[config.mk]
export PLATFORM = sky130hd
export DESIGN_NAME = imem_load_arbiter_flat
export DESIGN_NICKNAME = d
export VERILOG_FILES = /design/src/rtl/fetch_pkg.sv /design/src/rtl/imem_load_arbiter_if.sv /design/src/rtl/load_addr_counter.sv /design/src/rtl/imem_load_arbiter.sv /design/src/flat_wrapper.sv
export SDC_FILE = /design/constraint.sdc
export NUM_CORES = 1
export LEC_CHECK = 0
export CAP_MARGIN = 20
export CORE_MARGIN = 2
export CORE_UTILIZATION = 25
export DETAILED_ROUTE_END_ITERATION = 10
export HOLD_SLACK_MARGIN = 0.08
export PLACE_DENSITY = 0.79
export SETUP_SLACK_MARGIN = 0.2
export SYNTH_ARGS = -nofsm -noshare
export SYNTH_HDL_FRONTEND = slang
export SYNTH_SLANG_ARGS = --single-unit
export TNS_END_PERCENT = 5
[constraint.sdc]
create_clock -name i_clk -period 1.71 [get_ports i_clk]
set_clock_uncertainty 0.1 [all_clocks]
set_input_delay 0.171 -clock i_clk [delete_from_list [all_inputs] [get_ports i_clk]]
set_output_delay 0.171 -clock i_clk [all_outputs]
set_load 0.005 [all_outputs]
[src/rtl/fetch_pkg.sv]
// Shared definitions for the instruction-memory load arbiter: FSM state
// encodings, instruction width and the byte stride between consecutive words.
package fetch_pkg;

  typedef enum logic [2:0] {
    ST_HOLD  = 3'd0,
    ST_LOAD  = 3'd1,
    ST_DRAIN = 3'd2,
    ST_RUN   = 3'd3,
    ST_PAUSE = 3'd4
  } arb_state_e;

  localparam int unsigned INSTR_W     = 32;
  localparam int unsigned BYTE_STRIDE = 4;

endpackage

[src/rtl/imem_load_arbiter_if.sv]
// Loader handshake plus instruction-memory bus. The arbiter uses the slave
// modport; whoever drives the loader and observes the memory uses master.
interface imem_load_arbiter_if;
  import fetch_pkg::*;

  logic               ld_start;
  logic               ld_valid;
  logic [INSTR_W-1:0] ld_data;
  logic               ld_last;
  logic               ld_ready;

  logic               imem_read;
  logic               imem_write;
  logic [31:0]        imem_addr;
  logic [INSTR_W-1:0] imem_wdata;

  modport slave (
    input  ld_start, ld_valid, ld_data, ld_last,
    output ld_ready, imem_read, imem_write, imem_addr, imem_wdata
  );

  modport master (
    output ld_start, ld_valid, ld_data, ld_last,
    input  ld_ready, imem_read, imem_write, imem_addr, imem_wdata
  );

endinterface

[src/rtl/load_addr_counter.sv]
// Word counter for one load session. Saturates at DEPTH so an over-long image
// never wraps back onto already-written words; the byte address is derived
// from the count so the two can never disagree.
module load_addr_counter
  import fetch_pkg::*;
#(
  parameter int          DEPTH     = 256,
  parameter logic [31:0] BASE_ADDR = 32'h0000_0000,
  localparam int         CW        = $clog2(DEPTH) + 1
) (
  input  logic          i_clk,
  input  logic          i_reset_n,
  input  logic          i_clear,
  input  logic          i_beat,
  output logic [CW-1:0] o_count,
  output logic [31:0]   o_addr,
  output logic          o_full
);

  logic [CW-1:0] r_count;
  logic          w_full;

  assign w_full = (r_count == CW'(DEPTH));

  // Count accepted beats; clear wins over a beat in the same cycle.
  always_ff @(posedge i_clk or negedge i_reset_n) begin
    if (!i_reset_n) begin
      r_count <= '0;
    end else if (i_clear) begin
      r_count <= '0;
    end else if (i_beat && !w_full) begin
      r_count <= r_count + CW'(1);
    end
  end

  assign o_count = r_count;
  assign o_full  = w_full;
  assign o_addr  = BASE_ADDR + (32'(r_count) * 32'(BYTE_STRIDE));

endmodule

[src/rtl/imem_load_arbiter.sv]
// Owns the instruction-memory port: boots the core by streaming a program
// image in while the core is held, then hands the port to fetch. A start
// during RUN pauses fetch for one cycle, then reloads from BASE_ADDR.
//
//   state | meaning
//   HOLD  | core held in reset, port idle, waiting for start (or pending)
//   LOAD  | loader beats written at consecutive word addresses
//   DRAIN | one idle cycle so the last write lands before the first read
//   RUN   | core released, fetch owns the port
//   PAUSE | fetch stalled, in-flight fetch retires, reload pending
module imem_load_arbiter
  import fetch_pkg::*;
#(
  parameter int          DEPTH     = 256,
  parameter logic [31:0] BASE_ADDR = 32'h0000_0000,
  localparam int         CW        = $clog2(DEPTH) + 1
) (
  input  logic                i_clk,
  input  logic                i_reset_n,
  imem_load_arbiter_if.slave  bus,
  input  logic [31:0]         i_fetch_addr,
  output logic                o_fetch_stall,
  output logic                o_core_run,
  output logic [CW-1:0]       o_ld_count,
  output logic                o_ld_overflow
);

  arb_state_e    r_state;
  logic          r_pending;
  logic          r_core_run;
  logic          r_fetch_stall;
  logic          r_overflow;

  logic          w_in_load;
  logic          w_beat;
  logic          w_clear;
  logic          w_full;
  logic [31:0]   w_ld_addr;
  logic [CW-1:0] w_count;

  assign w_in_load = (r_state == ST_LOAD);
  assign w_beat    = w_in_load && bus.ld_valid;
  // The counter clears on the same edge that moves HOLD into LOAD.
  assign w_clear   = (r_state == ST_HOLD) && (bus.ld_start || r_pending);

  load_addr_counter #(
    .DEPTH     (DEPTH),
    .BASE_ADDR (BASE_ADDR)
  ) u_cnt (
    .i_clk     (i_clk),
    .i_reset_n (i_reset_n),
    .i_clear   (w_clear),
    .i_beat    (w_beat),
    .o_count   (w_count),
    .o_addr    (w_ld_addr),
    .o_full    (w_full)
  );

  // Sequencer; core_run/fetch_stall are registered alongside the state so
  // they toggle only on clock edges.
  always_ff @(posedge i_clk or negedge i_reset_n) begin
    if (!i_reset_n) begin
      r_state       <= ST_HOLD;
      r_pending     <= 1'b0;
      r_core_run    <= 1'b0;
      r_fetch_stall <= 1'b1;
    end else begin
      case (r_state)
        ST_HOLD: begin
          r_core_run    <= 1'b0;
          r_fetch_stall <= 1'b1;
          if (bus.ld_start || r_pending) begin
            r_state   <= ST_LOAD;
            r_pending <= 1'b0;
          end
        end
        ST_LOAD: begin
          r_core_run    <= 1'b0;
          r_fetch_stall <= 1'b1;
          if (w_beat && bus.ld_last) begin
            r_state <= ST_DRAIN;
          end
        end
        ST_DRAIN: begin
          r_state       <= ST_RUN;
          r_core_run    <= 1'b1;
          r_fetch_stall <= 1'b0;
        end
        ST_RUN: begin
          r_core_run <= 1'b1;
          if (bus.ld_start) begin
            r_state       <= ST_PAUSE;
            r_fetch_stall <= 1'b1;
          end else begin
            r_fetch_stall <= 1'b0;
          end
        end
        ST_PAUSE: begin
          r_state       <= ST_HOLD;
          r_pending     <= 1'b1;
          r_core_run    <= 1'b0;
          r_fetch_stall <= 1'b1;
        end
        default: begin
          r_state       <= ST_HOLD;
          r_pending     <= 1'b0;
          r_core_run    <= 1'b0;
          r_fetch_stall <= 1'b1;
        end
      endcase
    end
  end

  // Sticky overflow: a beat offered once the image already fills the memory.
  always_ff @(posedge i_clk or negedge i_reset_n) begin
    if (!i_reset_n) begin
      r_overflow <= 1'b0;
    end else if (w_beat && w_full) begin
      r_overflow <= 1'b1;
    end
  end

  assign bus.ld_ready   = w_in_load;
  assign bus.imem_write = w_beat && !w_full;
  assign bus.imem_read  = (r_state == ST_RUN);
  assign bus.imem_wdata = w_in_load ? bus.ld_data : '0;

  // Port address mux; parked at BASE_ADDR whenever nobody owns the port.
  always_comb begin
    bus.imem_addr = BASE_ADDR;
    if (r_state == ST_RUN) begin
      bus.imem_addr = i_fetch_addr;
    end else if (w_in_load) begin
      bus.imem_addr = w_ld_addr;
    end
  end

  assign o_core_run    = r_core_run;
  assign o_fetch_stall = r_fetch_stall;
  assign o_ld_count    = w_count;
  assign o_ld_overflow = r_overflow;

endmodule

[src/flat_wrapper.sv]
// flat-port wrapper written by rule: the top's interface ports become plain ports
module imem_load_arbiter_flat import fetch_pkg::*;
#(
  parameter int          DEPTH     = 256,
  parameter logic [31:0] BASE_ADDR = 32'h0000_0000,
  localparam int         CW        = $clog2(DEPTH) + 1
)
  (i_clk, i_reset_n, i_fetch_addr, o_fetch_stall, o_core_run, o_ld_count, o_ld_overflow, bus_ld_start, bus_ld_valid, bus_ld_data, bus_ld_last, bus_ld_ready, bus_imem_read, bus_imem_write, bus_imem_addr, bus_imem_wdata);
  imem_load_arbiter_if bus_i ();
  input  logic i_clk;
  input  logic i_reset_n;
  input  logic [31:0] i_fetch_addr;
  output logic o_fetch_stall;
  output logic o_core_run;
  output logic [CW-1:0] o_ld_count;
  output logic o_ld_overflow;
  input wire logic [$bits(bus_i.ld_start)-1:0] bus_ld_start;
  input wire logic [$bits(bus_i.ld_valid)-1:0] bus_ld_valid;
  input wire logic [$bits(bus_i.ld_data)-1:0] bus_ld_data;
  input wire logic [$bits(bus_i.ld_last)-1:0] bus_ld_last;
  output wire logic [$bits(bus_i.ld_ready)-1:0] bus_ld_ready;
  output wire logic [$bits(bus_i.imem_read)-1:0] bus_imem_read;
  output wire logic [$bits(bus_i.imem_write)-1:0] bus_imem_write;
  output wire logic [$bits(bus_i.imem_addr)-1:0] bus_imem_addr;
  output wire logic [$bits(bus_i.imem_wdata)-1:0] bus_imem_wdata;
  assign bus_i.ld_start = bus_ld_start;
  assign bus_i.ld_valid = bus_ld_valid;
  assign bus_i.ld_data = bus_ld_data;
  assign bus_i.ld_last = bus_ld_last;
  assign bus_ld_ready = bus_i.ld_ready;
  assign bus_imem_read = bus_i.imem_read;
  assign bus_imem_write = bus_i.imem_write;
  assign bus_imem_addr = bus_i.imem_addr;
  assign bus_imem_wdata = bus_i.imem_wdata;
  imem_load_arbiter #(.DEPTH(DEPTH), .BASE_ADDR(BASE_ADDR)) u_core (.i_clk(i_clk), .i_reset_n(i_reset_n), .bus(bus_i), .i_fetch_addr(i_fetch_addr), .o_fetch_stall(o_fetch_stall), .o_core_run(o_core_run), .o_ld_count(o_ld_count), .o_ld_overflow(o_ld_overflow));
endmodule
==> After elaboration in Yosys (flattened, before gate mapping) <==
Index checks and enable logic that the tools add are counted.
{ "classes": {"add_sub_neg": 1, "eq_ne": 8, "n_mux": 14, "n_bitwise": 1, "reduce_logical": 13} }
{ "ops": {"columns": ["op", "n"], "rows": [
  ["two-way mux 32 bit", 2],
  ["two-way mux 9 bit", 2],
  ["case mux 3 bit (4 select lines)", 1],
  ["two-way mux 11 bit", 1],
  ["adder 9 x 1 -> 9 bit (second input constant)", 1],
  ["equality test 9 bit (second input constant)", 1],
  ["two-way mux 3 bit", 3],
  ["equality test 3 x 2 -> 1 bit (second input constant)", 2],
  ["inequality test 2 bit (second input constant)", 3],
  ["logical AND 1 bit", 5],
  ["equality test 3 x 1 -> 1 bit (second input constant)", 1],
  ["equality test 3 bit (second input constant)", 1],
  ["logical NOT 3 bit", 1],
  ["two-way mux 1 bit", 3],
  ["case mux 1 bit (3 select lines)", 1],
  ["AND reduction 3 bit", 1],
  ["OR reduction 3 bit", 1],
  ["case mux 1 bit (2 select lines)", 1],
  ["AND reduction 2 bit", 1],
  ["nonzero test 2 bit", 1],
  ["OR reduction 2 bit", 1],
  ["logical NOT 1 bit", 1],
  ["logical OR 1 bit", 1],
  ["NOT 1 bit", 1]
]} }
{ "word_totals": {"reg_bits": 16, "in_bits": 69, "out_inout_bits": 79, "word_cells": 43} }

==> Depth between registers and ports, before layout <==
{ "depth": {"word_depth": 5, "ltp_mapped": 6, "mapped_depth_nobuf": 6} }

==> By module <==
Synthesis repeated with hierarchy kept, for this count alone.
{ "unflattened": {"cells_unflattened": 188, "hier_area_um2": 1641.6} }
{ "modules_own_cells": {"columns": ["mod", "n_inst", "cells_per_inst", "area_each_um2"], "rows": [
  ["imem_load_arbiter", 1, 103, 892.1],
  ["load_addr_counter", 1, 85, 749.5]
]} }

==> Worst setup path after synthesis <==
Ideal clock, no wire load.
{ "synth_timing": {"kind": "register -> register", "from": "register u_core.u_cnt.r_count[0] (netlist: u_core.u_cnt.o_count[0])", "to": "register u_core.u_cnt.r_count[2] (netlist: u_core.u_cnt.o_count[2])", "setup_time_ps": 79, "arrival_time_ps": 1482, "required_ps": 1531, "path_slack_ps": 48, "stages_incl_launch_ff": 7, "n_path_buf": 0, "synth_period_minus_slack_ps": 1662, "path_cell_list": "dfrtp_1 -> inv_1 -> ha_1 -> nor4b_1 -> a21oi_1 -> nand2_1 -> mux2i_1"} }
{ "synth_via": {"elab_chain_len": 4, "elab_cells_between_ends": 7, "cone_classes": "add/sub: 1; eq/ne: 1; mux: 2; reduce/logical: 3"} }
{ "synth_lines": {"columns": ["item", "line", "text"], "rows": [
  ["start, declared", "load_addr_counter.sv:20", "logic [CW-1:0] r_count;"],
  ["start signal, assigned", "load_addr_counter.sv:32", "r_count <= r_count + CW'(1);"],
  ["equality test 9 bit", "load_addr_counter.sv:23", "assign w_full = (r_count == CW'(DEPTH));"],
  ["logical NOT 1 bit", null, null],
  ["logical AND 1 bit", null, null],
  ["named net bus_imem_write", "flat_wrapper.sv:23", "output wire logic [$bits(bus_i.imem_write)-1:0] bus_imem_write;"],
  ["nonzero test 2 bit (no source line)", null, null]
]} }
The timed path passes the listed nets, and every way through them passes these cells. The select of a mux whose other input is x is not followed.
A chain may end at the register's enable or synchronous reset.

==> Worst setup path in the final report <==
{ "layout_timing": {"from": "register u_core.r_state[1]", "to": "output port bus_imem_addr[18]"} }
{ "layout_via": {"elab_chain_len": 2} }
{ "layout_lines": {"columns": ["item", "line", "text"], "rows": [
  ["start, declared", "imem_load_arbiter.sv:28", "arb_state_e r_state;"],
  ["start signal, assigned", "imem_load_arbiter.sv:63", "r_state <= ST_HOLD;"],
  ["start signal, assigned", "imem_load_arbiter.sv:73", "r_state <= ST_LOAD;"],
  ["start signal, assigned", "imem_load_arbiter.sv:81", "r_state <= ST_DRAIN;"],
  ["equality test 3 x 2 -> 1 bit", "imem_load_arbiter.sv:131", "if (r_state == ST_RUN) begin"],
  ["two-way mux 32 bit", "imem_load_arbiter.sv:131", null],
  ["end, declared", "flat_wrapper.sv:24", "output wire logic [$bits(bus_i.imem_addr)-1:0] bus_imem_addr;"]
]} }
Every way passes these cells.

==> flow_metrics.env <==
export IMPL_core_sq_mm=0.00482
export IMPL_htreeDepth=1
export IMPL_crit_type="flop to primary output"
export IMPL_path_max_fanout=6
export IMPL_fin_crit_ns=1.98
export IMPL_dp_hpwl_um=4070
export IMPL_first_iter_violations=69
export IMPL_slowest_stage="clkdlybuf4s50_1"
export IMPL_async_reset_ff_frac=1.00
export IMPL_clkTransAtPathRegs_ns=0.07
export IMPL_via_count=1820
export IMPL_synth_distinct_cells=30
export IMPL_syn_cell_area_sq_mm=0.00127
export IMPL_dr_pass1_iters=4
export IMPL_final_util=0.634
export IMPL_yosysSeqAreaShare=0.317
export IMPL_die_area_sq_mm=0.00566
export IMPL_grt_pass1_vias=1737
export IMPL_placed_cells=383
export IMPL_synth_edf_count=0
export IMPL_fp_dieW_um=75.2
export IMPL_tritoncts="yes"
export IMPL_setup_viol=39
export IMPL_n_antenna_cell=0
export IMPL_fp_dieH_um=75.2
export IMPL_leakage_nw=1.55
export IMPL_hold_viol=0
export IMPL_required_ns=1.44
export IMPL_rsz0062_at_grt="yes"
export IMPL_synthesis_nets=224
export IMPL_drv_slew=0
export IMPL_syn2layout_area_growth_pct=141
export IMPL_io_buffers=147
export IMPL_status="finished, violations left"
export IMPL_fin_area_sq_mm=0.00306
export IMPL_power_mw=3.75
export IMPL_worst_ep_arrival_time_ns=1.71
export IMPL_pre_cts_ws_ns=-0.143
export IMPL_wl_um=5320
export IMPL_grt_use_total=0.177
export IMPL_placed_area_sq_mm=0.00303
export IMPL_drive_above_1_share=0.352
export IMPL_antenna_found_initial=0
export IMPL_cts_sinks=16
export IMPL_maxCapViolations=0
export IMPL_startpoint_type="flop"
export IMPL_relSlewSlack=0.786
export IMPL_num_io_pins=148
export IMPL_timing_setup_tns_ns=-5.56
export IMPL_wire_per_inst_um=13.4
export IMPL_cts_buffers=3
export IMPL_grt_pass1_wl_um=7740
export IMPL_synth_cells=153
export IMPL_instances_no_fill=397
export IMPL_cpPeakStageDelay_ns=0.50
export IMPL_grt_max_degree=27
export IMPL_clk_latency_ns=0.25
export IMPL_irDropWorstVdd_mv=0.736
export IMPL_grt_overflow_total=0
export IMPL_crit_buf_inv=2
export IMPL_via_per_inst=4.58
export IMPL_ant_nets=0
export IMPL_hold_path_class="input port to asynchronous set/reset pin"
export IMPL_cts_buffer_depth=2
export IMPL_tightest_slew_ns=0.320
export IMPL_critPathCaptureType="primary output"
export IMPL_dominantRegCellSynth="dfrtp_1"
export IMPL_cts_root_buf="clkbuf_8"
export IMPL_critPathTopFamily="buffers and inverters"
export IMPL_drc_errors=0
export IMPL_powerDensity_mw_per_mm2=1230
export IMPL_violations="setup timing"
export IMPL_max_freq_mhz=506
export IMPL_ys_ff_latch=16
export IMPL_gp_congestion=0.762
export IMPL_period_share=1.16
export IMPL_syn_avg_cell_area_sq_um=8.28
export IMPL_layout_setup_ws_ns=-0.268
export IMPL_critical_path_cell_chain="nor2b_4 > buf_4 > and3_1 > clkdlybuf4s50_1"
export IMPL_rows=25
export IMPL_holdWs_ns=0.140
export IMPL_synth_warnings=0
export IMPL_initial_core_util=0.263
export IMPL_nets=402
[state kept, by name, indices dropped and copies added, names as in the netlist]
signal / cells
u_core.u_cnt.o_count: 9
u_core.o_ld_overflow: 1
u_core.o_fetch_stall: 1
u_core.o_core_run: 1
u_core.r_pending: 1
u_core.r_state: 3
[kinds of logic (layout without fill, tap and decap cells)]
| group | count (synthesis) | count (layout) | share of synthesized area |
|---|---|---|---|
| flops | 16 | 16 | 0.317 |
| compound gates | 19 | 19 | 0.112 |
| fa+ha+maj | 2 | 2 | 0.0197 |
| xor+xnor | 4 | 4 | 0.0276 |
| simple gates | 94 | 94 | 0.453 |
| buf+inv | 15 | 192 | 0.0474 |
| mux | 3 | 3 | 0.0237 |
[placed cells by master, fill, tap and decap left out, types with 3 or more instances in the layout]
cell,Yosys,final
clkdlybuf4s50_1,0,77
and2_1,33,33
buf_2,3,28
and3_1,25,25
buf_4,0,24
clkbuf_2,0,17
dfrtp_1,15,13
buf_6,0,12
nand2_1,12,11
clkdlybuf4s15_2,0,11
dlygate4sd2_1,0,11
a22o_1,9,9
nor2_1,7,7
o21ai_0,4,4
clkbuf_8,0,4
inv_1,3,3
mux2i_1,3,3
[final timing paths]
| kind | start | to | slack, ns | cells past startpoint |
|---|---|---|---|---|
| min in group i_clk | u_core.o_ld_overflow$_DFFE_PN0P_ | u_core.o_ld_overflow$_DFFE_PN0P_ | 0.40 | 1 |
| max in group asynchronous | i_reset_n | u_core.o_fetch_stall$_DFF_PN1_ | 1.12 | 2 |
| worst min register to register | u_core.o_ld_overflow$_DFFE_PN0P_ | u_core.o_ld_overflow$_DFFE_PN0P_ | 0.40 | 1 |
| worst min-delay path | i_reset_n | u_core.u_cnt.o_count[6]$_DFFE_PN0P_ | 0.14 | 2 |
| worst max register to register | u_core.u_cnt.o_count[0]$_DFFE_PN0P_ | u_core.u_cnt.o_count[2]$_DFFE_PN0P_ | 0.03 | 8 |
| worst max-delay path | u_core.r_state[1]$_DFFE_PN0P_ | bus_imem_addr[18] | -0.27 | 4 |
[metal layers]
layer	up-vias	track usage	part of all wire
met2	108	0.342	0.51
li1	888	-	-
met3	5	0.0281	0.11
met5	-	0	0
met4	0	0.0468	0.011
met1	819	0.200	0.37
[Yosys cell counts, types with 2 or more instances]
library cell	instances	area share
xnor2_1	2	0.014
a21oi_1	3	0.012
and2_1	33	0.16
ha_1	2	0.020
a22o_1	9	0.062
nor2_1	7	0.021
xor2_1	2	0.014
or3_1	2	0.0099
nand2b_1	2	0.0099
dfrtp_1	15	0.30
nor4_2	2	0.020
and3_1	25	0.12
nand4_1	2	0.0099
nor4b_1	2	0.014
nand3_1	2	0.0079
inv_1	3	0.0089
buf_2	3	0.012
o21ai_0	4	0.016
nand2_1	12	0.036
clkbuf_1	9	0.027
mux2i_1	3	0.024
[power by group]
part / switching [mW] / internal (mW)
clock network: 0.135 / 0.205
logic: 1.16 / 1.71
registers: 0.0705 / 0.477
total: 1.37 / 2.39
[cell type report]
| class | instances | area (sq um) |
|---|---|---|
| Inverter | 3 | 11.3 |
| Clock buffer | 4 | 55.1 |
| Multi-Input combinational cell | 122 | 887 |
| Timing Repair Buffer | 185 | 1610 |
| Fill cell | 466 | 1760 |
| Tap cell | 67 | 83.8 |
| Sequential cell | 16 | 404 |
[timing repair]
action,in CTS,in global routing
endpoints found under the setup margin,84,78
hold buffers,0,0
gates cloned,1,2
resized for setup,154,66
setup buffers,6,1
pin swaps,13,4
No activity file was read; power rests on OpenSTA's default activity.
